[src/rtl/dmem_arb_pkg.sv]
// Shared constants for the data-memory arbiter: state encoding, requester IDs, latency bound.
// Pure definitions; no latency or flow control of its own.
package dmem_arb_pkg;

    localparam logic [1:0] ST_IDLE   = 2'd0;
    localparam logic [1:0] ST_ACCESS = 2'd1;
    localparam logic [1:0] ST_WAIT   = 2'd2;
    localparam logic [1:0] ST_RESP   = 2'd3;

    localparam logic REQ_CORE = 1'b0;
    localparam logic REQ_LOAD = 1'b1;

    localparam int MEM_LAT_MAX = 4;
    localparam int CNT_W       = $clog2(MEM_LAT_MAX + 1);

endpackage

[src/rtl/dmem_arb_pick.sv]
// Combinational winner select between two requesters: round-robin or fixed m0 priority.
// Zero latency; no backpressure, the caller decides when the pick is consumed.
module dmem_arb_pick
    import dmem_arb_pkg::*;
#(
    parameter int FAIR = 1
) (
    input  logic req0,
    input  logic req1,
    input  logic last_grant,
    output logic vld,
    output logic id
);

    always_comb begin
        vld = req0 | req1;
        id  = REQ_CORE;
        if (req0 && req1) begin
            id = (FAIR != 0) ? ~last_grant : REQ_CORE;
        end else if (req1) begin
            id = REQ_LOAD;
        end
    end

endmodule

[src/rtl/dmem_arbiter.sv]
// Shares one data-memory port between the core (m0) and the loader/debug port (m1).
// Ack 2 cycles after grant for stores, 1+MEM_LAT for loads; requesters stall holding req until ack.
module dmem_arbiter
    import dmem_arb_pkg::*;
#(
    parameter int ADDR_W  = 32,
    parameter int DATA_W  = 32,
    parameter int MEM_LAT = 1,
    parameter int FAIR    = 1
) (
    input  logic              clk_in,
    input  logic              reset,
    input  logic              m0_req,
    input  logic              m0_we,
    input  logic [ADDR_W-1:0] m0_addr,
    input  logic [DATA_W-1:0] m0_wdata,
    input  logic [2:0]        m0_size,
    output logic              m0_ack,
    output logic [DATA_W-1:0] m0_rdata,
    input  logic              m1_req,
    input  logic              m1_we,
    input  logic [ADDR_W-1:0] m1_addr,
    input  logic [DATA_W-1:0] m1_wdata,
    input  logic [2:0]        m1_size,
    output logic              m1_ack,
    output logic [DATA_W-1:0] m1_rdata,
    output logic [ADDR_W-1:0] mem_addr,
    output logic              mem_read,
    output logic              mem_write,
    output logic [DATA_W-1:0] mem_wdata,
    output logic [2:0]        mem_sel,
    input  logic [DATA_W-1:0] mem_rdata,
    output logic              busy,
    output logic              grant_id
);

    logic [1:0]        state_q, state_d;
    logic              grant_q, grant_d;
    logic              last_grant_q, last_grant_d;
    logic              we_q, we_d;
    logic [ADDR_W-1:0] addr_q, addr_d;
    logic [DATA_W-1:0] wdata_q, wdata_d;
    logic [2:0]        size_q, size_d;
    logic [CNT_W-1:0]  cnt_q, cnt_d;

    logic pick_req0, pick_req1, pick_vld, pick_id;
    logic in_resp;

    assign in_resp = (state_q == ST_RESP);

    // The requester being acked this cycle is masked so only the other side can chain.
    assign pick_req0 = m0_req && !(in_resp && grant_q == REQ_CORE);
    assign pick_req1 = m1_req && !(in_resp && grant_q == REQ_LOAD);

    dmem_arb_pick #(
        .FAIR (FAIR)
    ) u_pick (
        .req0       (pick_req0),
        .req1       (pick_req1),
        .last_grant (last_grant_q),
        .vld        (pick_vld),
        .id         (pick_id)
    );

    always_comb begin
        state_d      = state_q;
        grant_d      = grant_q;
        last_grant_d = last_grant_q;
        we_d         = we_q;
        addr_d       = addr_q;
        wdata_d      = wdata_q;
        size_d       = size_q;
        cnt_d        = cnt_q;

        case (state_q)
            ST_IDLE, ST_RESP: begin
                if (pick_vld) begin
                    state_d      = ST_ACCESS;
                    grant_d      = pick_id;
                    last_grant_d = pick_id;
                    we_d         = pick_id ? m1_we    : m0_we;
                    addr_d       = pick_id ? m1_addr  : m0_addr;
                    wdata_d      = pick_id ? m1_wdata : m0_wdata;
                    size_d       = pick_id ? m1_size  : m0_size;
                end else begin
                    state_d = ST_IDLE;
                end
            end
            ST_ACCESS: begin
                if (!we_q && MEM_LAT > 1) begin
                    state_d = ST_WAIT;
                    cnt_d   = CNT_W'(MEM_LAT - 1);
                end else begin
                    state_d = ST_RESP;
                end
            end
            default: begin
                if (cnt_q <= CNT_W'(1)) begin
                    state_d = ST_RESP;
                end else begin
                    cnt_d = cnt_q - 1'b1;
                end
            end
        endcase
    end

    always_ff @(posedge clk_in or negedge reset) begin
        if (!reset) begin
            state_q      <= ST_IDLE;
            grant_q      <= REQ_CORE;
            last_grant_q <= REQ_LOAD;
            we_q         <= 1'b0;
            addr_q       <= '0;
            wdata_q      <= '0;
            size_q       <= '0;
            cnt_q        <= '0;
        end else begin
            state_q      <= state_d;
            grant_q      <= grant_d;
            last_grant_q <= last_grant_d;
            we_q         <= we_d;
            addr_q       <= addr_d;
            wdata_q      <= wdata_d;
            size_q       <= size_d;
            cnt_q        <= cnt_d;
        end
    end

    logic [DATA_W-1:0] resp_rdata;

    // Load data is forwarded straight from memory in the RESP cycle; stores return zero.
    assign resp_rdata = (in_resp && !we_q) ? mem_rdata : '0;

    assign m0_ack    = in_resp && (grant_q == REQ_CORE);
    assign m1_ack    = in_resp && (grant_q == REQ_LOAD);
    assign m0_rdata  = m0_ack ? resp_rdata : '0;
    assign m1_rdata  = m1_ack ? resp_rdata : '0;

    assign mem_read  = (state_q == ST_ACCESS) && !we_q;
    assign mem_write = (state_q == ST_ACCESS) && we_q;
    assign mem_addr  = addr_q;
    assign mem_wdata = wdata_q;
    assign mem_sel   = size_q;
    assign busy      = (state_q != ST_IDLE);
    assign grant_id  = grant_q;

endmodule

[config.mk]
export PLATFORM = sky130hd
export DESIGN_NAME = dmem_arbiter
export DESIGN_NICKNAME = d
export VERILOG_FILES = /design/src/rtl/dmem_arb_pkg.sv /design/src/rtl/dmem_arb_pick.sv /design/src/rtl/dmem_arbiter.sv
export SDC_FILE = /design/constraint.sdc
export NUM_CORES = 1
export LEC_CHECK = 0
export CORE_AREA = 2 2 121 123
export DETAILED_ROUTE_END_ITERATION = 12
export DIE_AREA = 0 0 123 125
export PLACE_DENSITY = 0.7
export SKIP_CTS_REPAIR_TIMING = 1
export SLEW_MARGIN = 20
export SYNTH_ARGS = -nofsm -noshare
export SYNTH_HDL_FRONTEND = slang
export SYNTH_SLANG_ARGS = --single-unit
export TNS_END_PERCENT = 5
[constraint.sdc]
create_clock -name clk_in -period 2.9 [get_ports clk_in]
set_clock_uncertainty 0.15 [all_clocks]
set_input_delay 0.29 -clock clk_in [delete_from_list [all_inputs] [get_ports clk_in]]
set_output_delay 0.29 -clock clk_in [all_outputs]
set_load 0.005 [all_outputs]
==> impl_metrics.json <==
{
  "design.die.area_sq_um": 15400,
  "wire_per_inst_um": 14.6,
  "drive_gt1_share_pct": 3.64,
  "rsz0062_at_grt": "false",
  "fmaxAchievable_mhz": 365,
  "dp_cells": 885,
  "fillers": 1260,
  "maxSlewHeadroom_pct": 36.3,
  "dr.pass1.iters": 4,
  "crit_top_cell": "and2_1",
  "slowest_stage": "clkdlybuf4s50_1",
  "total_power_mw": 6.63,
  "met2_usage_pct": 32.7,
  "cts_buffer_depth": 2,
  "syn_nets": 594,
  "setup_violations": 0,
  "ys.warnings.count": 0,
  "worst-setup-path-type": "flop to primary output",
  "die_h_um": 125,
  "hold_violations": 74,
  "ys_seq_area_share_pct": 46.8,
  "dp_hpwl_mm": 10.7,
  "worstSkewPairLatency_ns": 0.33,
  "fin_crit_ns": 2.74,
  "grt_max_degree": 84,
  "htreeDepth": 3,
  "cap_violations": 0,
  "tightest_slew_ns": 0.955,
  "end_kind": "primary output",
  "path_cells": "ha_1 > and2_1 > nor2b_1 > buf_4 > and2_1 > clkdlybuf4s50_1",
  "ys.flop_type": "dfrtp_1",
  "grt_util_met1_pct": 16.9,
  "cp_data_arrival_time_ns": 2.30,
  "track_usage_pct": 17.3,
  "leakagePower_nw": 3.36,
  "numCtsBuffers": 9,
  "final_core_util_pct": 53.3,
  "postRouteAntennaNets": 0,
  "slew_violations": 0,
  "crit_start": "state_q[1]$_DFFE_PN0P_",
  "grt_pass1_vias": 4095,
  "synth_edf_count": 0,
  "cp.required_ns": 2.46,
  "tns_ns": 0,
  "groute.layer.met3.usage_pct": 5.11,
  "netlist_instances": 416,
  "fin_nets": 890,
  "syn_avg_cell_area_sq_um": 9.65,
  "powerDensity_nw_per_um2": 875,
  "status": "finished with violations",
  "cts_sinks": 75,
  "timing.hold.ws_ns": -0.0447,
  "peakVddDrop_mv": 0.412,
  "ys_seq_elements": 75,
  "vias": 4005,
  "grt_pass1_wl_mm": 20.5,
  "initial_core_util_pct": 28.3,
  "routed_wl_mm": 13.2,
  "core_sq_um": 14200,
  "startpoint_type": "flop",
  "place.gp.congestion": 0.809,
  "area_delta_synth_final_pct": 88.7,
  "critical-path-max-stage-delay_ns": 0.50,
  "root_buffer": "clkbuf_16",
  "drt-vias-per-instance": 4.44,
  "grt_busiest_layer": "met2",
  "final.period_utilization_pct": 94.5,
  "io_pins": 309,
  "fp-row-count": 44,
  "synthArstFlopShare_pct": 100,
  "overflow": 0,
  "die_w_um": 123,
  "drcViolationCount": 0,
  "reg2reg_from": "state_q[1]$_DFFE_PN0P_",
  "rr_worst_depth": 6,
  "portBuffers": 308,
  "instances_no_fill": 902,
  "hp-class": "input pin to async pin",
  "cts_tree": "done",
  "antenna_found_initial": 3,
  "drtIter0Drc": 77,
  "r2r_slack_ns": 0.79,
  "netlist_area_sq_um": 4010,
  "violations": "negative hold slack",
  "synth_cell_types": 26,
  "clk_pin_slew_ns": 0.06,
  "crit_fanout": 32,
  "reg2reg_to": "mem_wdata[27]$_DFFE_PN0P_"
}
synth_stat cells, types with 2 or more instances:
cell type,n,share of area [%]
a21o_1,3,0.56
a21oi_1,2,0.25
and2_1,66,10
buf_2,9,1.1
buf_4,6,1.1
buf_6,3,0.84
clkbuf_1,9,0.84
clkbuf_2,2,0.25
dfrtp_1,74,46
ha_1,6,1.9
inv_1,8,0.75
mux2i_1,68,17
nand2_1,73,6.8
nand2b_1,2,0.31
nor2_1,3,0.28
nor2b_1,2,0.31
o21ai_0,50,6.2
o21ai_1,22,2.7
through the flow:
stage	setup slack, ns	instance area, sq um
floorplan	1.13	4010
global placement	0.639	7250
detailed placement	0.542	7250
CTS	0.167	7570
global route	0.0134	7570
finish	0.161	7570
cells in the final DEF, fill, tap and decap left out, types with 5 or more instances in the layout:
cell and count:
ha_1 6, and2_1 66, inv_1 8, o21ai_0 49
clkdlybuf4s50_1 307, nand2_1 73, clkbuf_16 9, dfrtp_1 74
mux2i_1 68, buf_4 5, o21ai_1 22
critical path, delay by kind of cell, from the launching register on:
kind | cells | cell delay, ns
buffers and inverters | 2 | 0.76
AND/OR/NAND/NOR | 3 | 0.50
flip-flops | 1 | 0.40
adder cells (fa/ha/maj) | 1 | 0.31
worst max path at each step:
stage              endpoint  slack, ns  cells past startpoint
3_5_place_dp   m1_rdata[16]       0.54                      6
2_1_floorplan  m1_rdata[10]       1.13                      5
4_1_cts        m1_rdata[16]       0.17                      6
5_1_grt         m1_rdata[7]       0.01                      6
6_report        m1_rdata[1]       0.16                      6
3_3_place_gp   m1_rdata[27]       0.64                      6
final cells by class:
type / count / area [sq um] / area share, %
diodes: 3 / 7.51 / 0.0991
clock buffers: 12 / 256 / 3.39
clock inverters: 2 / 60.1 / 0.793
inverters: 8 / 30.0 / 0.396
multi-input cells: 304 / 1960 / 25.9
flip-flops and latches: 75 / 1880 / 24.8
well taps: 184 / 230 / 3.04
repair buffers: 314 / 3150 / 41.6
layer usage:
metal	vias to the layer above	part of all wire, %
met2	187	54
li1	1982	-
met3	17	9.9
met5	-	0
met4	0	2.1
met1	1819	34
cell families (layout without fill, tap and decap cells):
logic type / Yosys count / in the layout / synth area share, %
and+or+nand+nor: 147 / 147 / 18.2
muxes: 68 / 68 / 17.0
adders and majority gates: 6 / 6 / 1.87
AOI/OAI and AO/OA: 83 / 83 / 11.3
buffers and inverters: 37 / 336 / 4.92
DFF: 75 / 75 / 46.8
other: 0 / 3 / 0
power breakdown:
part	internal [mW]	switching [mW]	total, mW
logic	2.01	1.57	3.57
clock network	0.790	0.405	1.20
registers	1.58	0.279	1.86
registers in the layout, summed over array words and instances (netlist names):
name,flops
cnt_q,3
grant_id,1
last_grant_q,1
mem_addr,32
mem_sel,3
mem_wdata,32
state_q,2
we_q,1
Power figures use the tool's default switching activity.
